### src/rtl/riscv_lsu.sv
// rtl/riscv_lsu.sv - load/store unit between the ALU and data memory
//
// Purpose:
//   Accepts one LW/SW op at a time from the execute stage. It runs a registered
//   req/ack access to data memory and returns load data to register writeback.
//   busy_o stalls upstream stages while an op is in flight. If MAX_WAIT > 0,
//   an access that sees no ack for MAX_WAIT cycles is abandoned and err_o pulses.
//
// Optional feature (macro LSU_MISALIGN_CHECK_EN):
//   When defined, an accepted op whose address has req_addr_i[1:0] != 0 is not
//   issued to memory. err_o pulses instead and the unit stays idle.
//   When undefined, the address is forwarded unchanged.
//
// Ports:
//   clk_i, rst_i                   clock, synchronous active-high reset
//   req_valid_i / req_ready_o      op handshake from execute stage
//   req_we_i, req_addr_i,
//   req_wdata_i, req_rd_i          op fields: 0=LW / 1=SW, address, store data, load dest
//   mem_req_o, mem_we_o,
//   mem_addr_o, mem_wdata_o        memory request, held until ack or timeout
//   mem_ack_i, mem_rdata_i         memory completion and read data
//   wb_valid_o, wb_rd_o, wb_data_o writeback pulse for loads to a non-x0 register
//   done_o                         op-complete pulse
//   busy_o                         inverse of req_ready_o
//   err_o                          timeout / misalignment pulse

module riscv_lsu #(
  parameter int ADDR_W   = 32,
  parameter int DATA_W   = 32,
  parameter int MAX_WAIT = 15
) (
  input  logic              clk_i,
  input  logic              rst_i,
  input  logic              req_valid_i,
  output logic              req_ready_o,
  input  logic              req_we_i,
  input  logic [ADDR_W-1:0] req_addr_i,
  input  logic [DATA_W-1:0] req_wdata_i,
  input  logic [4:0]        req_rd_i,
  output logic              mem_req_o,
  output logic              mem_we_o,
  output logic [ADDR_W-1:0] mem_addr_o,
  output logic [DATA_W-1:0] mem_wdata_o,
  input  logic              mem_ack_i,
  input  logic [DATA_W-1:0] mem_rdata_i,
  output logic              wb_valid_o,
  output logic [4:0]        wb_rd_o,
  output logic [DATA_W-1:0] wb_data_o,
  output logic              done_o,
  output logic              busy_o,
  output logic              err_o
);

  localparam logic [1:0] ST_IDLE   = 2'd0;
  localparam logic [1:0] ST_ACCESS = 2'd1;
  localparam logic [1:0] ST_RESP   = 2'd2;

  // Counter is kept at least 1 bit wide so MAX_WAIT=0 (no timeout) still elaborates.
  localparam int              CNT_W      = (MAX_WAIT > 0) ? $clog2(MAX_WAIT + 1) : 1;
  localparam bit              TIMEOUT_EN = (MAX_WAIT > 0);
  localparam logic [CNT_W-1:0] LAST_CNT  = CNT_W'((MAX_WAIT > 0) ? MAX_WAIT - 1 : 0);

  logic [1:0]        state_q,     state_d;
  logic [CNT_W-1:0]  cnt_q,       cnt_d;
  logic [4:0]        rd_q,        rd_d;
  logic              req_ready_q, req_ready_d;
  logic              busy_q,      busy_d;
  logic              mem_req_q,   mem_req_d;
  logic              mem_we_q,    mem_we_d;
  logic [ADDR_W-1:0] mem_addr_q,  mem_addr_d;
  logic [DATA_W-1:0] mem_wdata_q, mem_wdata_d;
  logic              wb_valid_q,  wb_valid_d;
  logic [4:0]        wb_rd_q,     wb_rd_d;
  logic [DATA_W-1:0] wb_data_q,   wb_data_d;
  logic              done_q,      done_d;
  logic              err_q,       err_d;
  logic              misaligned;

`ifdef LSU_MISALIGN_CHECK_EN
  assign misaligned = (req_addr_i[1:0] != 2'b00);
`else
  assign misaligned = 1'b0;
`endif

  always_comb begin
    state_d     = state_q;
    cnt_d       = cnt_q;
    rd_d        = rd_q;
    req_ready_d = req_ready_q;
    mem_req_d   = mem_req_q;
    mem_we_d    = mem_we_q;
    mem_addr_d  = mem_addr_q;
    mem_wdata_d = mem_wdata_q;
    wb_rd_d     = wb_rd_q;
    wb_data_d   = wb_data_q;
    wb_valid_d  = 1'b0;
    done_d      = 1'b0;
    err_d       = 1'b0;

    case (state_q)
      ST_IDLE: begin
        if (req_valid_i) begin
          if (misaligned) begin
            // Rejected without touching memory; remain ready for the next op.
            err_d = 1'b1;
          end else begin
            state_d     = ST_ACCESS;
            cnt_d       = '0;
            rd_d        = req_rd_i;
            req_ready_d = 1'b0;
            mem_req_d   = 1'b1;
            mem_we_d    = req_we_i;
            mem_addr_d  = req_addr_i;
            mem_wdata_d = req_wdata_i;
          end
        end
      end

      ST_ACCESS: begin
        // Ack is checked before timeout so an ack in the last allowed cycle succeeds.
        if (mem_ack_i) begin
          state_d   = ST_RESP;
          mem_req_d = 1'b0;
          done_d    = 1'b1;
          if (!mem_we_q) begin
            wb_data_d = mem_rdata_i;
            if (rd_q != 5'd0) begin
              wb_valid_d = 1'b1;
              wb_rd_d    = rd_q;
            end
          end
        end else if (TIMEOUT_EN && (cnt_q == LAST_CNT)) begin
          state_d     = ST_IDLE;
          mem_req_d   = 1'b0;
          err_d       = 1'b1;
          req_ready_d = 1'b1;
        end else begin
          cnt_d = cnt_q + 1'b1;
        end
      end

      ST_RESP: begin
        state_d     = ST_IDLE;
        req_ready_d = 1'b1;
      end

      default: begin
        state_d     = ST_IDLE;
        req_ready_d = 1'b1;
        mem_req_d   = 1'b0;
      end
    endcase

    busy_d = ~req_ready_d;
  end

  always_ff @(posedge clk_i) begin
    if (rst_i) begin
      state_q     <= ST_IDLE;
      cnt_q       <= '0;
      rd_q        <= '0;
      req_ready_q <= 1'b1;
      busy_q      <= 1'b0;
      mem_req_q   <= 1'b0;
      mem_we_q    <= 1'b0;
      mem_addr_q  <= '0;
      mem_wdata_q <= '0;
      wb_valid_q  <= 1'b0;
      wb_rd_q     <= '0;
      wb_data_q   <= '0;
      done_q      <= 1'b0;
      err_q       <= 1'b0;
    end else begin
      state_q     <= state_d;
      cnt_q       <= cnt_d;
      rd_q        <= rd_d;
      req_ready_q <= req_ready_d;
      busy_q      <= busy_d;
      mem_req_q   <= mem_req_d;
      mem_we_q    <= mem_we_d;
      mem_addr_q  <= mem_addr_d;
      mem_wdata_q <= mem_wdata_d;
      wb_valid_q  <= wb_valid_d;
      wb_rd_q     <= wb_rd_d;
      wb_data_q   <= wb_data_d;
      done_q      <= done_d;
      err_q       <= err_d;
    end
  end

  assign req_ready_o = req_ready_q;
  assign busy_o      = busy_q;
  assign mem_req_o   = mem_req_q;
  assign mem_we_o    = mem_we_q;
  assign mem_addr_o  = mem_addr_q;
  assign mem_wdata_o = mem_wdata_q;
  assign wb_valid_o  = wb_valid_q;
  assign wb_rd_o     = wb_rd_q;
  assign wb_data_o   = wb_data_q;
  assign done_o      = done_q;
  assign err_o       = err_q;

endmodule
### config.mk
export PLATFORM = sky130hd
export DESIGN_NAME = riscv_lsu
export DESIGN_NICKNAME = d
export VERILOG_FILES = /design/src/rtl/riscv_lsu.sv
export SDC_FILE = /design/constraint.sdc
export NUM_CORES = 1
export LEC_CHECK = 0
export BUFFER_PORTS_ARGS = -buffer_cell sky130_fd_sc_hd__buf_2
export CORE_UTILIZATION = 49
export DETAILED_ROUTE_END_ITERATION = 10
export PLACE_DENSITY = 0.83
export SLEW_MARGIN = 20
export SYNTH_ARGS = -nofsm -noshare
export SYNTH_HDL_FRONTEND = slang
export SYNTH_SLANG_ARGS = --single-unit
### constraint.sdc
create_clock -name clk_i -period 2.9 [get_ports clk_i]
set_input_delay 0.58 -clock clk_i [delete_from_list [all_inputs] [get_ports clk_i]]
set_output_delay 0.58 -clock clk_i [all_outputs]
set_load 0.02 [all_outputs]
# Word-level counts from Yosys, hierarchy flattened
# Cells that the tools add are included.
dict set report totals {
  word_cells 58
  in_bits 106
  output_inout_bits 108
  regBits 119
}
dict set report classes {
  n_bitwise 5
  n_reduce_logical 12
  add_sub_neg 1
  n_eq_ne 7
  muxes 19
}
# operator n
set op_table {}
lappend op_table {{$mux 4} 3}
lappend op_table {{$mux 1} 9}
lappend op_table {{$pmux 4 s2} 1}
lappend op_table {{$reduce_and 4->1} 2}
lappend op_table {{$mux 2} 3}
lappend op_table {{$ne 2x2->1 const B} 3}
lappend op_table {{$reduce_and 3->1} 2}
lappend op_table {{$not 1->1} 5}
lappend op_table {{$reduce_bool 5->1} 1}
lappend op_table {{$add 4x1->4 const B} 1}
lappend op_table {{$eq 4x4->1 const B} 1}
lappend op_table {{$pmux 2 s2} 1}
lappend op_table {{$reduce_and 2->1} 2}
lappend op_table {{$reduce_or 4->1} 1}
lappend op_table {{$ne 3x3->1 const B} 1}
lappend op_table {{$pmux 1 s3} 1}
lappend op_table {{$reduce_or 3->1} 1}
lappend op_table {{$eq 2x1->1 const B} 1}
lappend op_table {{$eq 2x2->1 const B} 1}
lappend op_table {{$logic_not 2->1} 1}
lappend op_table {{$pmux 1 s2} 1}
lappend op_table {{$reduce_bool 2->1} 1}
lappend op_table {{$reduce_or 2->1} 1}

# Logic depth before layout (Yosys ltp)
# Gate-level depths: netlist of the first run.
dict set report depth {
  depth_word 5
  depth_mapped 6
  mapped_depth_nobuf 5
}

# Worst setup path before layout of the first run
# OpenSTA, ideal clock, no wires.
dict set report synth_path {
  kind {in2reg}
  start {in mem_ack_i}
  end {reg cnt_q[0]}
  path_slack_ps 1447
  stages 4
  required_ps 2784
  n_path_buf 0
  arrival_ps 1337
  path_cell_list {nand2b_1 > a21oi_1 > nand2_1 > a31o_2}
}
dict set report synth_between {
  elab_chain_cells 2
}
# element line_no
set synth_rtl {}
lappend synth_rtl {{from (decl)} 44} ;# input logic mem_ack_i,
lappend synth_rtl {{$ne 2x2->1 (no line)} --}
lappend synth_rtl {{$reduce_and 4->1 (no line)} --}
lappend synth_rtl {{to (signal assigned)} 175} ;# cnt_q <= cnt_d;
lappend synth_rtl {{to (decl)} 64} ;# logic [CNT_W-1:0] cnt_q, cnt_d;
# No other way between the ends.
# A chain may end at the register's enable or synchronous reset.

# Worst setup path after layout of the first run
dict set report layout_path {
  start {reg state_q[0]}
  end {reg mem_addr_q[0], in the netlist mem_addr_o[0]}
}
dict set report layout_between {
  elab_chain_cells 2
}
# element line_no
set layout_rtl {}
lappend layout_rtl {{from (decl)} 63} ;# logic [1:0] state_q, state_d;
lappend layout_rtl {{from (signal assigned)} 174} ;# state_q <= state_d;
lappend layout_rtl {{$logic_not 2->1} 100} ;# case (state_q)
lappend layout_rtl {{$reduce_and 2->1 (no line)} --}
lappend layout_rtl {{to (signal assigned)} 181} ;# mem_addr_q <= mem_addr_d;
lappend layout_rtl {{to (decl)} 70} ;# logic [ADDR_W-1:0] mem_addr_q, mem_addr_d;
# No other way between the ends.

==> results of run 1 <==
-- worst paths after layout --
check,startpoint,end,slack [ps],depth (start not counted)
worst max-delay path,state_q[0]$_SDFFE_PP0P_,mem_addr_o[0]$_SDFFE_PP0P_,1020,5
worst max register to register,state_q[0]$_SDFFE_PP0P_,mem_addr_o[0]$_SDFFE_PP0P_,1020,5
worst min register to register,wb_data_o[19]$_SDFFE_PP0P_,wb_data_o[19]$_SDFFE_PP0P_,450,2
worst min-delay path,req_addr_i[26],mem_addr_o[26]$_SDFFE_PP0P_,310,3
-- metal layers --
metal | vias up | wire, µm | GRT usage
li1 | 2081 | - | -
met5 | - | 0 | 0
met3 | 21 | 936 | 0.0853
met1 | 1871 | 4350 | 0.254
met2 | 178 | 5460 | 0.425
met4 | 0 | 211 | 0.0896
-- cells in the mapped netlist, drive strengths merged, types with 2 or more instances --
master,number,area [µm²]
nand2,211,792
dfxtp,119,2380
a21oi,106,542
buf,24,146
clkbuf,12,45.0
nor2,7,28.8
and3,4,25.0
nand3,4,20.0
inv,3,11.3
nand2b,3,21.3
a22oi,2,15.0
ha,2,25.0
mux2i,2,20.0
nor3,2,10.0
or3,2,12.5
-- through the flow --
stage | utilization | std cells | cell area (µm²) | worst slack (ps)
after global placement | 0.639 | 804 | 5310 | 866
after CTS | 0.703 | 834 | 5830 | 994
after global routing | 0.703 | 834 | 5830 | 833
final | 0.703 | 834 | 5830 | 1020
after detailed placement | 0.639 | 804 | 5310 | 801
after floorplan | - | 517 | 4240 | 1450
-- flip-flops by register name, summed over array words and instances, names as in the netlist --
register / flops
req_ready_o: 1
err_o: 1
rd_q: 5
wb_data_o: 32
mem_we_o: 1
state_q: 2
mem_wdata_o: 32
mem_req_o: 1
done_o: 1
busy_o: 1
wb_valid_o: 1
cnt_q: 4
wb_rd_o: 5
mem_addr_o: 32
-- critical path, stage by stage, from the launching register on --
cell,delay [ps]
dfxtp_1,430
nand2b_2,230
or2_2,530
buf_4,350
nand2_1,90
a21oi_1,170
-- cells in the final DEF (no fill, tap or decap), drive strengths merged --
cell type	n
nand3b	1
nand2b	3
bufinv	1
or3	2
o21ai	1
dfxtp	119
a211o	1
clkinvlp	1
a21oi	106
nor2b	1
ha	2
a22oi	2
nand4	1
a31o	1
a2111o	1
a2111oi	1
nor2	7
and4bb	1
mux2i	2
inv	3
nand3	4
clkinv	8
a211oi	1
nand2	211
and3	4
nor3	2
clkbuf	20
or4	1
or2	1
buf	218
o41ai	1
a311o	1
-- cell families after synthesis --
| group | synth area share |
|---|---|
| and+or+nand+nor | 0.228 |
| DFF | 0.561 |
| AOI/OAI and AO/OA | 0.152 |
| buffers and inverters | 0.0478 |
| muxes | 0.00472 |
| adders and majority gates | 0.00590 |
-- where the power goes --
group	switching (W)	internal [W]	leakage, nW	total [W]
clock	0.000683	0.00116	0.266	0.00184
combinational	0.000307	0.000176	1.53	0.000482
sequential	0.0000442	0.00172	0.973	0.00177
total	0.00103	0.00306	2.77	0.00409
-- final cells by class --
class	count	area, µm²
fill	672	2470
sequential	119	2380
multi-input combinational	359	1660
timing repair buffer	218	1120
clock buffer	20	445
tap	105	131
clock inverter	10	81.3
inverter	3	11.3
==> flow_summary.yaml, run 1 <==
sta:
  hold_ws_ps: 315
  setup_viol: 0
  worstMarginPinSlew_ps: 860
  grt_setup_unrepaired: "false"
  layout_worst_path_cycle_share: 0.650
  fmax_mhz: 531
  finClkSkew_ps: 6.45
  drv_slew: 0
  max-slew-margin-rel: 0.427
  tns_ps: 0
  fin_crit_ps: 1880
  finalHoldViolCount: 0
route:
  totalWireLength_um: 11000
  detail-route-antenna-nets: 0
  drc: 0
  drt-initial-drc-count: 124
  firstDrtPassIters: 4
  via_per_inst: 4.98
  vias: 4151
  wl_per_cell_um: 13.1
global_routing:
  grt.total_usage: 0.237
  antenna_found_initial: 0
  overflow: 0
  grt_pass1_wl_um: 16700
  grt_max_degree: 84
  grt_pass1_vias: 3805
run:
  maxCapViolations: 0
yosys:
  syn_avg_cell_area_um2: 8.21
  synth_nets: 625
  synthCells: 517
  syn_area_um2: 4240
  netlist-cell-type-count: 35
  ys_seq_area_frac: 0.561
  synth_edf_count: 0
  ys_warn_count: 0
  synth_flop_cell: "dfxtp_1"
  ys_async_sr_fraction: 0
  ys_ff_latch: 119
placed_design:
  port_buffers: 213
  hpwl_um: 7590
  place.gp.congestion: 0.717
cts:
  cts_sinks: 119
  cts_hold_buf: 0
  cts_resized: 0
  postCtsSetupRepairBufs: 0
  cts_buffer_depth: 2
  clock_latency_ps: 500
  cts-root-buf: "clkbuf_8"
  ctsHtreeMaxLevel: 4
  clkTransAtPathRegs_ps: 60
  cts_buffers: 17
  tritoncts: "built"
cells_and_area:
  fin_nets: 826
  antennaDiodeCount: 0
  drive_above_1_share: 0.357
  area_growth_pct: 37.5
die:
  dieArea_um2: 9030
  core_area_um2: 8300
  die_w_um: 95.1
  die_y_um: 95.1
  initial_core_util: 0.511
  ios: 214
  row_count: 33
worst_setup_path:
  worst-path-max-fanout: 31
  path_class: "reg2reg"
  end_kind: "register"
  worst_setup_path_start_kind: "register"
  worstPathArrival_ps: 2300
  crit_required_ps: 3310
status:
  outcome: "complete, no violations"
pwr:
  peakVddDrop_mv: 0.450
  leakagePower_nw: 2.77
  powerDensity_nw_per_um2: 701
  power_w: 0.00409
worst_hold_path:
  hp-class: "in2reg"
Note: power is estimated with default switching activity, not from simulation.
==> run 2, diff against run 1 <==
--- a/config.mk
+++ b/config.mk
@@ -5,10 +5,11 @@
 export SDC_FILE = /design/constraint.sdc
 export NUM_CORES = 1
 export LEC_CHECK = 0
+export ABC_AREA = 1
 export BUFFER_PORTS_ARGS = -buffer_cell sky130_fd_sc_hd__buf_2
-export CORE_UTILIZATION = 49
+export CORE_UTILIZATION = 45
 export DETAILED_ROUTE_END_ITERATION = 10
-export PLACE_DENSITY = 0.83
+export PLACE_DENSITY = 0.77
 export SLEW_MARGIN = 20
 export SYNTH_ARGS = -nofsm -noshare
 export SYNTH_HDL_FRONTEND = slang
==> constraint.sdc (replaced) <==
create_clock -name clk_i -period 1.9 [get_ports clk_i]
set_input_delay 0.38 -clock clk_i [delete_from_list [all_inputs] [get_ports clk_i]]
set_output_delay 0.38 -clock clk_i [all_outputs]
set_load 0.02 [all_outputs]
==> flow_summary.yaml, run 2 <==
global_routing:
  grt.total_usage: 0.230
  met1_usage: 0.255
  grtUsageMet2: 0.393
  grt_busiest_layer: "met2"
  grt_pass1_vias: 3865
  grt_pass1_wl_um: 17800
  antenna_found_initial: 0
  met3_usage: 0.0801
  overflow: 0
  grt_max_degree: 65
sta:
  worstMarginPinSlew_ps: 517
  hold_ws_ps: 88.6
  setup_ws_ps: 302
  drv_slew: 0
  grt_setup_unrepaired: "false"
  setup_viol: 0
  tns_ps: 0
  layout_worst_path_cycle_share: 0.841
  fmax_mhz: 626
  max-slew-margin-rel: 0.655
  fin_crit_ps: 1600
  finClkSkew_ps: 7.59
  finalHoldViolCount: 0
yosys:
  yosys.area.top_type: "dfxtp_1"
  syn_avg_cell_area_um2: 7.85
  ys_warn_count: 0
  ys_seq_area_frac: 0.563
  synth.top_cells.by_area: "dfxtp_1, nor2_1, o21ai_0"
  netlist-cell-type-count: 22
  netlist_top_cells_count: "nor2_1, dfxtp_1, o21ai_0, o21ai_1, nand2_1"
  synth_flop_cell: "dfxtp_1"
  ys_ff_latch: 119
  ys_async_sr_fraction: 0
  synthCells: 539
  yosysTopAreaCellShare: 0.563
  synth_nets: 647
  synth.most_common_cell: "nor2_1"
  synth_edf_count: 0
  syn_area_um2: 4230
route:
  totalWireLength_um: 11200
  drc: 0
  firstDrtPassIters: 4
  detail-route-antenna-nets: 0
  vias: 4253
  via_per_inst: 4.91
  wl_per_cell_um: 12.9
  drt-initial-drc-count: 210
cts:
  tritoncts: "built"
  ctsHtreeMaxLevel: 4
  cts_sinks: 119
  cts_buffer_depth: 2
  postCtsSetupRepairBufs: 0
  cts_hold_buf: 0
  clock_latency_ps: 500
  cts-root-buf: "clkbuf_8"
  cts_buffers: 17
  clkTransAtPathRegs_ps: 50
  cts_resized: 0
cells_and_area:
  fin_nets: 853
  area_growth_pct: 38.4
  final_cell_mix: "nor2_1, buf_2, dfxtp_1, o21ai_0, o21ai_1"
  drive_above_1_share: 0.344
  antennaDiodeCount: 0
  fillers: 807
  final_common_cell: "nor2_1"
  multi_input_area_um2: 1600
  seq_area_um2: 2380
pwr:
  leakagePower_nw: 2.97
  pwr-share-comb: 0.143
  intPower_w: 0.00483
  p_clk_frac: 0.434
  p_seq_frac: 0.423
  powerDensity_nw_per_um2: 1120
  peakVddDrop_mv: 0.506
  sw_frac_of_total: 0.266
  netSwitchingPower_w: 0.00175
die:
  core_area_um2: 9150
  ios: 214
  die_y_um: 99.0
  die_w_um: 99.0
  row_count: 35
  initial_core_util: 0.462
  dieArea_um2: 9800
status:
  outcome: "complete, no violations"
worst_setup_path:
  worst-path-max-fanout: 32
  worstPathArrival_ps: 1980
  crit_required_ps: 2290
  worst_setup_path_start_kind: "register"
  path_class: "reg2reg"
  end_kind: "register"
run:
  maxCapViolations: 0
worst_hold_path:
  hp-class: "in2reg"
placed_design:
  place_ws_ps: 306
  hpwl_um: 7880
  port_buffers: 213
  place.gp.congestion: 0.912
==> run 2: cell count changes after synthesis, sizes merged, moves of 3 or more <==
cell,delta
nor2,+209
nand2,-190
o21ai,+105
a21oi,-97
inv,+14
buf,-5
and3,-4
nand3,+4
clkbuf,+3
nand2b,-3
==> run 2: logic make-up (layout without fill, tap and decap cells) <==
logic type,after synthesis,in the layout,share of synthesized area
simple gates,250,250,0.232
flops,119,119,0.563
compound gates,116,116,0.137
buf+inv,51,268,0.0600
fa+ha+maj,2,2,0.00591
xor+xnor,1,1,0.00207
==> run 2: path summary, 6_finish.rpt <==
check / startpoint / end / slack (ps) / cells past startpoint
hold / removal: mem_ack_i / err_o$_SDFF_PP0_ / 90 / 2
setup / recovery: state_q[0]$_SDFFE_PP0P_ / wb_data_o[28]$_SDFFE_PP0P_ / 300 / 7
hold reg to reg: wb_rd_o[3]$_SDFFE_PP0P_ / wb_rd_o[3]$_SDFFE_PP0P_ / 460 / 2
setup reg to reg: state_q[0]$_SDFFE_PP0P_ / wb_data_o[28]$_SDFFE_PP0P_ / 300 / 7
==> run 2: power by group through the flow <==
stage | Clock (W) | Sequential [W] | Combinational (W)
floorplan | 0 | 0.00304 | 0.000375
global placement | 0 | 0.00282 | 0.000922
detailed placement | 0 | 0.00283 | 0.000943
CTS | 0.00294 | 0.00278 | 0.000947
global route | 0.00305 | 0.00281 | 0.00104
finish | 0.00286 | 0.00278 | 0.000942
==> run 2: metal layers <==
metal  part of all wire  vias up
li1                   -     2135
met1               0.41     1900
met2               0.48      200
met3              0.090       18
met4              0.018        0
met5                  0        -
==> run 2: area by class of cell <==
| class | instances | share of cell area |
|---|---|---|
| repair buffers | 221 | 0.194 |
| flip-flops and latches | 119 | 0.407 |
| well taps | 111 | 0.0237 |
| clock buffers | 21 | 0.0784 |
| clock inverters | 9 | 0.0132 |
| multi-input cells | 369 | 0.272 |
| inverters | 17 | 0.0109 |
==> run 2: worst max-delay path: stages (launching register included) <==
cell and delay, ps:
dfxtp_1 370, inv_2 90, nor2_4 120, inv_2 70, nor2_4 290, inv_2 310
nor2_1 180, nor2_1 60
==> run 2: metrics by stage <==
step	util	power [W]	cell area [µm²]	instances
floorplan	-	0.00342	4230	539
global placement	0.581	0.00375	5320	837
detailed placement	0.581	0.00378	5320	837
CTS	0.640	0.00667	5860	867
global route	0.640	0.00689	5860	867
finish	0.640	0.00658	5860	867
==> run 3, diff against run 2 <==
==> constraint.sdc (replaced) <==
create_clock -name clk_i -period 1.5 [get_ports clk_i]
set_input_delay 0.3 -clock clk_i [delete_from_list [all_inputs] [get_ports clk_i]]
set_output_delay 0.3 -clock clk_i [all_outputs]
set_load 0.02 [all_outputs]
==> flow_summary.yaml, run 3 (same netlist as run 2, synthesis figures left out) <==
placed_design:
  port_buffers: 213
  hpwl_um: 7840
  dp_cells: 837
  placed_cell_area_um2: 5340
  place.gp.congestion: 0.875
sta:
  drv_slew: 0
  grt_setup_unrepaired: "false"
  layout_worst_path_cycle_share: 0.902
  worstMarginPinSlew_ps: 525
  setup_viol: 0
  fmax_mhz: 739
  finClkSkew_ps: 11.3
  finalHoldViolCount: 0
  max-slew-margin-rel: 0.649
  tns_ps: 0
  fin_crit_ps: 1350
die:
  initial_core_util: 0.462
  ios: 214
  dieArea_um2: 9800
  core_area_um2: 9150
  row_count: 35
  die_w_um: 99.0
  die_y_um: 99.0
worst_setup_path:
  worstPathArrival_ps: 1740
  worst-path-max-fanout: 5
  worst_setup_path_start_kind: "register"
  end_kind: "register"
  path_class: "reg2reg"
  crit_required_ps: 1890
cts:
  clock_latency_ps: 500
  clkTransAtPathRegs_ps: 60
  postCtsSetupRepairBufs: 0
  cts-root-buf: "clkbuf_8"
  ctsHtreeMaxLevel: 4
  cts_hold_buf: 0
  cts_sinks: 119
  tritoncts: "built"
  cts_buffer_depth: 2
  cts_resized: 0
  cts_buffers: 17
cells_and_area:
  drive_above_1_share: 0.345
  final_area_um2: 5920
  final_cells: 868
  antennaDiodeCount: 0
  area_growth_pct: 40.0
  fin_nets: 853
  seq_area_um2: 2380
  multi_input_area_um2: 1600
  final_cell_mix: "nor2_1, buf_2, dfxtp_1, o21ai_0, o21ai_1"
  fillers: 790
  utilization: 0.647
  final_common_cell: "nor2_1"
route:
  drc: 0
  firstDrtPassIters: 4
  drt-initial-drc-count: 135
  totalWireLength_um: 11100
  wl_per_cell_um: 12.8
  via_per_inst: 4.85
  detail-route-antenna-nets: 0
  vias: 4206
global_routing:
  overflow: 0
  grt.total_usage: 0.227
  grt_max_degree: 70
  grt_pass1_wl_um: 17600
  grt_pass1_vias: 3864
  antenna_found_initial: 0
pwr:
  power_w: 0.00863
  peakVddDrop_mv: 0.847
  powerDensity_nw_per_um2: 1460
  leakagePower_nw: 3.01
status:
  outcome: "complete, no violations"
run:
  maxCapViolations: 0
worst_hold_path:
  hp-class: "in2reg"
run 3: cell types whose count changed in the layout (fill, tap and decap cells not counted):
cell        change
buf_12          +2
buf_4           -3
buf_6           +1
bufinv_16       +2
clkbuf_8        -3
clkinv_4        +4
clkinvlp_4      -2
o21ai_0         -1
o21ai_1         +1
run 3: cell type report:
| class | count | area share |
|---|---|---|
| Timing Repair Buffer | 221 | 0.197 |
| Tap cell | 111 | 0.0234 |
| Sequential cell | 119 | 0.402 |
| Inverter | 17 | 0.0108 |
| Clock inverter | 13 | 0.0266 |
| Clock buffer | 18 | 0.0706 |
| Multi-Input combinational cell | 369 | 0.269 |
run 3: report_power, final:
group / switching [W] / internal [W]
Combinational: 0.000770 / 0.000437
Sequential: 0.000116 / 0.00341
Clock: 0.00139 / 0.00251
run 3: critical path: stages (launching register included):
cell,delay (ps)
dfxtp_1,370
inv_1,80
ha_1,200
nand2_1,70
nor2_1,40
nand2_1,130
nand2_1,140
a21oi_1,150
nor2_1,60
run 3: worst paths after layout:
check	end	slack, ps	startpoint	depth (start not counted)
worst min register to register	wb_rd_o[4]$_SDFFE_PP0P_	470	wb_rd_o[4]$_SDFFE_PP0P_	2
worst max register to register	cnt_q[0]$_SDFFE_PP0P_	150	cnt_q[0]$_SDFFE_PP0P_	8
worst min-delay path	wb_data_o[23]$_SDFFE_PP0P_	20	mem_rdata_i[23]	3
worst max-delay path	cnt_q[0]$_SDFFE_PP0P_	150	cnt_q[0]$_SDFFE_PP0P_	8
run 3: per-stage QoR:
stage | hold WS (ps) | setup slack [ps]
final | 21.9 | 147
after detailed placement | 461 | 111
after global placement | 453 | 199
after floorplan | 379 | 314
after global routing | 7.50 | 1.17
after CTS | 2.61 | 112
run 3: metal layers:
layer	vias up	part of all wire	track usage
met1	1860	0.41	0.254
met4	0	0.024	0.119
met3	23	0.084	0.0837
met2	188	0.48	0.378
li1	2135	-	-
met5	-	0	0
